**src/rtl/alu_mem_unit.sv**
```systemverilog
// Datapath slice: combinational ALU with status flags
// plus a single-port RAM (sync write, async read).
module alu_mem_unit #(
   parameter int WIDTH      = 8,
   parameter int ADDR_WIDTH = 8,
   parameter int DATA_WIDTH = 8
) (
   input  logic                  clk,
   input  logic                  reset,
   input  logic [WIDTH-1:0]      alu_a,
   input  logic [WIDTH-1:0]      alu_b,
   input  logic [3:0]            alu_opcode,
   output logic [WIDTH-1:0]      alu_result,
   output logic                  carry_flag,
   output logic                  zero_flag,
   output logic                  overflow_flag,
   output logic                  sign_flag,
   input  logic                  mem_we,
   input  logic [ADDR_WIDTH-1:0] mem_addr,
   input  logic [DATA_WIDTH-1:0] mem_din,
   output logic [DATA_WIDTH-1:0] mem_dout
);

   localparam int DEPTH = 1 << ADDR_WIDTH;

   typedef enum logic [2:0] {
      OP_ADD = 3'b000,
      OP_AND = 3'b001,
      OP_NOT = 3'b010
   } alu_op_e;

   logic [2:0]     op_sel;
   logic [WIDTH:0] sum;
   logic           unused_dst;

   // bit 0 is the CPU's destination select, not an ALU control
   assign op_sel     = alu_opcode[3:1];
   assign unused_dst = alu_opcode[0];
   assign sum        = {1'b0, alu_a} + {1'b0, alu_b};

   always_comb begin
      alu_result    = alu_a;
      carry_flag    = 1'b0;
      overflow_flag = 1'b0;
      case (op_sel)
         OP_ADD: begin
            alu_result    = sum[WIDTH-1:0];
            carry_flag    = sum[WIDTH];
            overflow_flag = (alu_a[WIDTH-1] == alu_b[WIDTH-1]) &&
                            (sum[WIDTH-1] != alu_a[WIDTH-1]);
         end
         OP_AND:  alu_result = alu_a & alu_b;
         OP_NOT:  alu_result = ~alu_a;
         default: alu_result = alu_a;
      endcase
   end

   assign zero_flag = (alu_result == '0);
   assign sign_flag = alu_result[WIDTH-1];

   logic [DATA_WIDTH-1:0] mem_q [DEPTH];
   logic [DATA_WIDTH-1:0] mem_d [DEPTH];

   always_comb begin
      mem_d = mem_q;
      if (mem_we) begin
         mem_d[mem_addr] = mem_din;
      end
   end

   // async clear holds every word at zero while reset is high
   always_ff @(posedge clk or posedge reset) begin
      if (reset) begin
         for (int i = 0; i < DEPTH; i++) begin
            mem_q[i] <= '0;
         end
      end else begin
         mem_q <= mem_d;
      end
   end

   assign mem_dout = mem_q[mem_addr];

endmodule

```
**config.mk**
```make
export PLATFORM = sky130hd
export DESIGN_NAME = alu_mem_unit
export DESIGN_NICKNAME = d
export VERILOG_FILES = /design/src/rtl/alu_mem_unit.sv
export SDC_FILE = /design/constraint.sdc
export NUM_CORES = 2
export LEC_CHECK = 0
export CORE_MARGIN = 4
export CORE_UTILIZATION = 50
export CTS_BUF_LIST = sky130_fd_sc_hd__clkbuf_8
export CTS_CLUSTER_DIAMETER = 120
export DETAILED_ROUTE_END_ITERATION = 8
export PLACE_DENSITY = 0.74
export SETUP_SLACK_MARGIN = 0.1
export SYNTH_ARGS = -nofsm -noshare
export SYNTH_HDL_FRONTEND = slang
export SYNTH_SLANG_ARGS = --single-unit
```
**constraint.sdc**
```tcl
create_clock -name clk -period 180.2 [get_ports clk]
set_input_delay 36.04 -clock clk [delete_from_list [all_inputs] [get_ports clk]]
set_output_delay 36.04 -clock clk [all_outputs]
set_load 0.005 [all_outputs]
```
Yosys cells after proc, flatten, opt, wreduce, memory -nomap -nowiden
Cells that the tools add are included.
Cells by class
  add/sub/neg operators: 1
  magnitude comparators: 2
  equality and inequality tests: 4
  muxes and demuxes: 9
  bitwise gates (word level): 3
  reduce and logical (&&, ||, !) cells: 4
Operator list (number)
  $bwmux W2048: 1
  $bmux W8 S8: 1
  $demux W8 S8: 1
  $mux W8: 3
  $pmux W8 S3: 1
  $add A8 B8 Y9: 1
  $ge A9 B9 Y1 const B: 1
  $lt A9 B1 Y1 const B: 1
  $not A8 Y9: 1
  $and A8 B8 Y8: 1
  $logic_not A8 Y1: 1
  $not A8 Y8: 1
  $eq A3 B1 Y1 const B: 1
  $eq A3 B2 Y1 const B: 1
  $logic_not A3 Y1: 1
  $logic_and A1 B1 Y1: 2
  $mux W1: 2
  $eq A1 B1 Y1: 1
  $ne A1 B1 Y1: 1
Storage, ports and cells
  register bits: 2048
  input port bits: 39
  output and inout port bits: 20

Depth between registers and ports, before layout
  word-level depth: 6
  mapped depth: 12
  mapped depth without buffers: 10

Worst setup path before layout
No wires, ideal clock.
  path kind: input -> output
  from: input port mem_addr[0]
  to: output port mem_dout[3]
  data arrival time: 38265 ps
  data required time: 144160 ps
  slack: 105895 ps
  cell stages on the path: 10
  path through: buf_6 -> buf_6 -> buf_4 -> buf_2 -> buf_2 -> mux4_2 -> mux2i_1 -> o22ai_1 -> nor4_1 -> nand4_1
On the way
  word-level cells in the longest chain between the ends: 4
RTL lines
  start: declaration: line 19  | input logic [ADDR_WIDTH-1:0] mem_addr,
  $not A8 Y9 (not written as such): line 82  | assign mem_dout = mem_q[mem_addr];
  $bmux W8 S8: line 82
  $mux W8 (not written as such) (2 in series): line 82
  end: declaration: line 21  | output logic [DATA_WIDTH-1:0] mem_dout
No other way between the ends. The select of a mux whose other input is x is not followed.

Worst setup path after layout
  from: input port mem_addr[1]
  to: output port mem_dout[5]
Same word-level chain as after synthesis.

==> results.toml <==
[outcome]
status = "finished, final reports clean"

[floorplan]
dieHeight_um = 441
rows = 158
start_util_pct = 50.5
io_pins = 59
core_area_mm2 = 0.186
dieArea_mm2 = 0.195
die_width_um = 441

[timing]
drv_slew = 0
slew-limit-headroom_pct = 7.23
finalSetupTns_ns = 0
min_period_ns = 78.44
worst_pin_slew_ns = 1.36
fin_ws_ns = 101.76
fin_skew_ns = 0
fmax_mhz = 12.7
fin_crit_sh_pct = 43.5
hold_viol = 0
rsz0062_at_grt = "false"
setup_violations = 0

[clocking]
root_buffer = "clkbuf_8"
cts_max_path_buffers = 4
cts_tree = "built"
postCtsHoldBufs = 0
cts.sinks = 2048
path_clk_slew_ns = 0.05
clock_latency_ns = 1.04
post_cts_buffers = 0
cts_max_level = 5
cts_buffers = 341
cts_resized = 0

[placed_design]
port_buffers = 57
dp_slack_ns = 101.83
gp_congestion = 0.866
placed_cell_area_mm2 = 0.0967
hpwlAfterDp_um = 151000

[drt]
wl_um = 243000
ant_nets = 0
via_per_inst = 6.22
drt-pass1-iter-count = 5
remaining_drc_errors = 0
vias = 53800
routedWlPerCell_um = 28.1
drt_iter0_drc = 4158

[layout]
area_growth_pct = 9.82
fillers = 14500
drive_gt1_share_pct = 54.3
largest_reg_flops = 2048
multi_input_area_mm2 = 0.0407
regArea_mm2 = 0.0512
top_regs = "mem_q: 2048 flops"
design_area_mm2 = 0.103
top_register = "mem_q"
num-nets-final = 5998

[synth]
synth_flop_cell = "dfrtp_1"
synth_cells = 5870
synth_cell_type_count = 59
synth_seq_cells = 2048
synth_edf_count = 0
avgSynthCellArea_um2 = 16.0
async_flop_share_pct = 100
yosysSeqAreaShare_pct = 54.6
syn-num-nets = 5918
synthesis.area_mm2 = 0.0939
yosysWarnings = 0

[setup_path]
path_max_fanout = 58
cp_cell_sequence = "buf_8 -> buf_4 -> buf_4 -> buf_4 -> buf_4 -> mux4_2 -> a22o_1 -> a221oi_1 -> o22ai_1 -> a211oi_1 -> nor2_1 -> or4_1 -> clkdlybuf4s50_1"
cp.arrival_ns = 42.40
path_common_cell = "buf_4"
required_ns = 144.16
crit_type = "in2out"
cp-start-kind = "input pin"
crit_slowest_cell = "buf_4"
worst_setup_path_end_kind = "primary output"
slowest_delay_ns = 0.69

[run]
cap_violations = 0

[power]
ir_drop_mv = 0.00724
power_leakage_nw = 49.1
power.density_mw_per_mm2 = 9.41

[min_path]
hp-class = "reg2reg"

[global_route]
grt_use_total_pct = 25.3
grt_pass1_wl_um = 371000
antenna_found_initial = 6
grt_pass1_vias = 57000
grt-ovfl-total = 0
grt_max_degree = 205
## cells in the final DEF, fill, tap and decap left out, types with 19 or more instances in the layout
master / netlist / layout
a21oi_1: 32 / 32
a22oi_1: 30 / 30
buf_4: 28 / 110
clkbuf_8: 0 / 426
clkdlybuf4s50_1: 0 / 45
clkinv_2: 0 / 25
dfrtp_1: 2048 / 2048
inv_1: 14 / 115
mux2_2: 2053 / 2053
mux2i_1: 69 / 69
mux4_2: 578 / 578
nand2_1: 162 / 160
nand3_1: 23 / 19
nor2_1: 104 / 101
nor2_2: 100 / 101
o21ai_0: 19 / 19
o22ai_1: 26 / 26
## power by group
group	total [mW]	switching [mW]	internal (mW)
logic	0.0814	0.0450	0.0364
clock network	0.397	0.182	0.214
registers	0.492	0.0104	0.482
total	0.971	0.238	0.733
## kinds of logic after synthesis
kind of cell,after synthesis,share of synthesized area [%]
AO/OA/AOI/OAI,181,1.37
multiplexers,2700,39.2
adder cells (fa/ha/maj),9,0.128
XOR/XNOR,4,0.0373
AND/OR/NAND/NOR,477,2.49
buffers and inverters,451,2.21
flip-flops,2048,54.6
## routing by layer
layer | GRT usage, % | vias up | wire length, um
met5 | 0 | - | 0
met4 | 10.3 | 0 | 10700
met3 | 6.28 | 528 | 18800
met2 | 38.9 | 1730 | 113000
met1 | 34.7 | 29300 | 100000
li1 | - | 22200 | -
## final timing paths
kind                              from     endpoint  slack (ns)  depth (start not counted)
max in group asynchronous        reset   mem_q[428]      140.38                          6
min in group asynchronous        reset   mem_q[710]       35.63                          2
hold reg to reg            mem_q[1697]  mem_q[1697]        0.50                          1
setup reg to reg           mem_q[1915]  mem_q[1915]      179.40                          1
setup / recovery           mem_addr[1]  mem_dout[5]      101.76                         13
hold / removal             mem_q[1697]  mem_q[1697]        0.50                          1
## through the flow
step                      utilization (%)  total power, mW  instances  hold slack (ns)
after floorplan                         -            0.559       5870            0.474
after detailed placement             52.0            0.582       8087            0.488
after global routing                 55.4             1.01       8648            0.506
final                                55.5            0.971       8655            0.498
after global placement               52.0            0.578       8087            0.482
after CTS                            55.4            0.978       8646            0.501
## synthesized netlist by cell type (3+ instances only)
| cell type | number | area, um^2 |
|---|---|---|
| a21oi_1 | 32 | 160 |
| clkbuf_1 | 274 | 1030 |
| mux2_2 | 2053 | 23100 |
| a2111oi_0 | 3 | 26.3 |
| nand2_1 | 162 | 608 |
| nor2b_1 | 9 | 56.3 |
| o221ai_1 | 3 | 26.3 |
| a221oi_1 | 13 | 114 |
| and3_1 | 3 | 18.8 |
| nor2_1 | 104 | 390 |
| nand3_1 | 23 | 115 |
| buf_1 | 36 | 135 |
| a221o_1 | 5 | 50.1 |
| mux4_2 | 578 | 13000 |
| a211oi_1 | 7 | 52.6 |
| nand4_1 | 11 | 68.8 |
| o32ai_1 | 6 | 52.6 |
| nor2_2 | 100 | 626 |
| nor3_1 | 19 | 95.1 |
| nand2b_1 | 8 | 50.1 |
| buf_2 | 74 | 370 |
| buf_6 | 21 | 236 |
| buf_4 | 28 | 210 |
| o22ai_1 | 26 | 163 |
| or3_1 | 5 | 31.3 |
| a22o_1 | 18 | 158 |
| inv_1 | 14 | 52.6 |
| mux2i_1 | 69 | 691 |
| ha_1 | 8 | 100 |
| a31oi_1 | 3 | 18.8 |
| dfrtp_1 | 2048 | 51200 |
| nor4_1 | 11 | 68.8 |
| o21ai_0 | 19 | 95.1 |
| nor2_4 | 9 | 101 |
| o21a_1 | 3 | 22.5 |
| a22oi_1 | 30 | 225 |
## layout make-up
cell class,instances,area share (%)
Inverter,15,0.0619
Multi-Input combinational cell,3371,39.4
Sequential cell,2048,49.7
Timing Repair Buffer,173,1.51
Tap cell,2480,3.01
Antenna cell,9,0.0218
Clock inverter,141,0.700
Clock buffer,418,5.58
## critical path: cells and delay by family
kind | cells | cell delay, ns
compound gates | 4 | 1.52
buf+inv | 6 | 3.48
mux | 1 | 0.45
simple gates | 2 | 0.75
No activity file was read; power rests on OpenSTA's default activity.
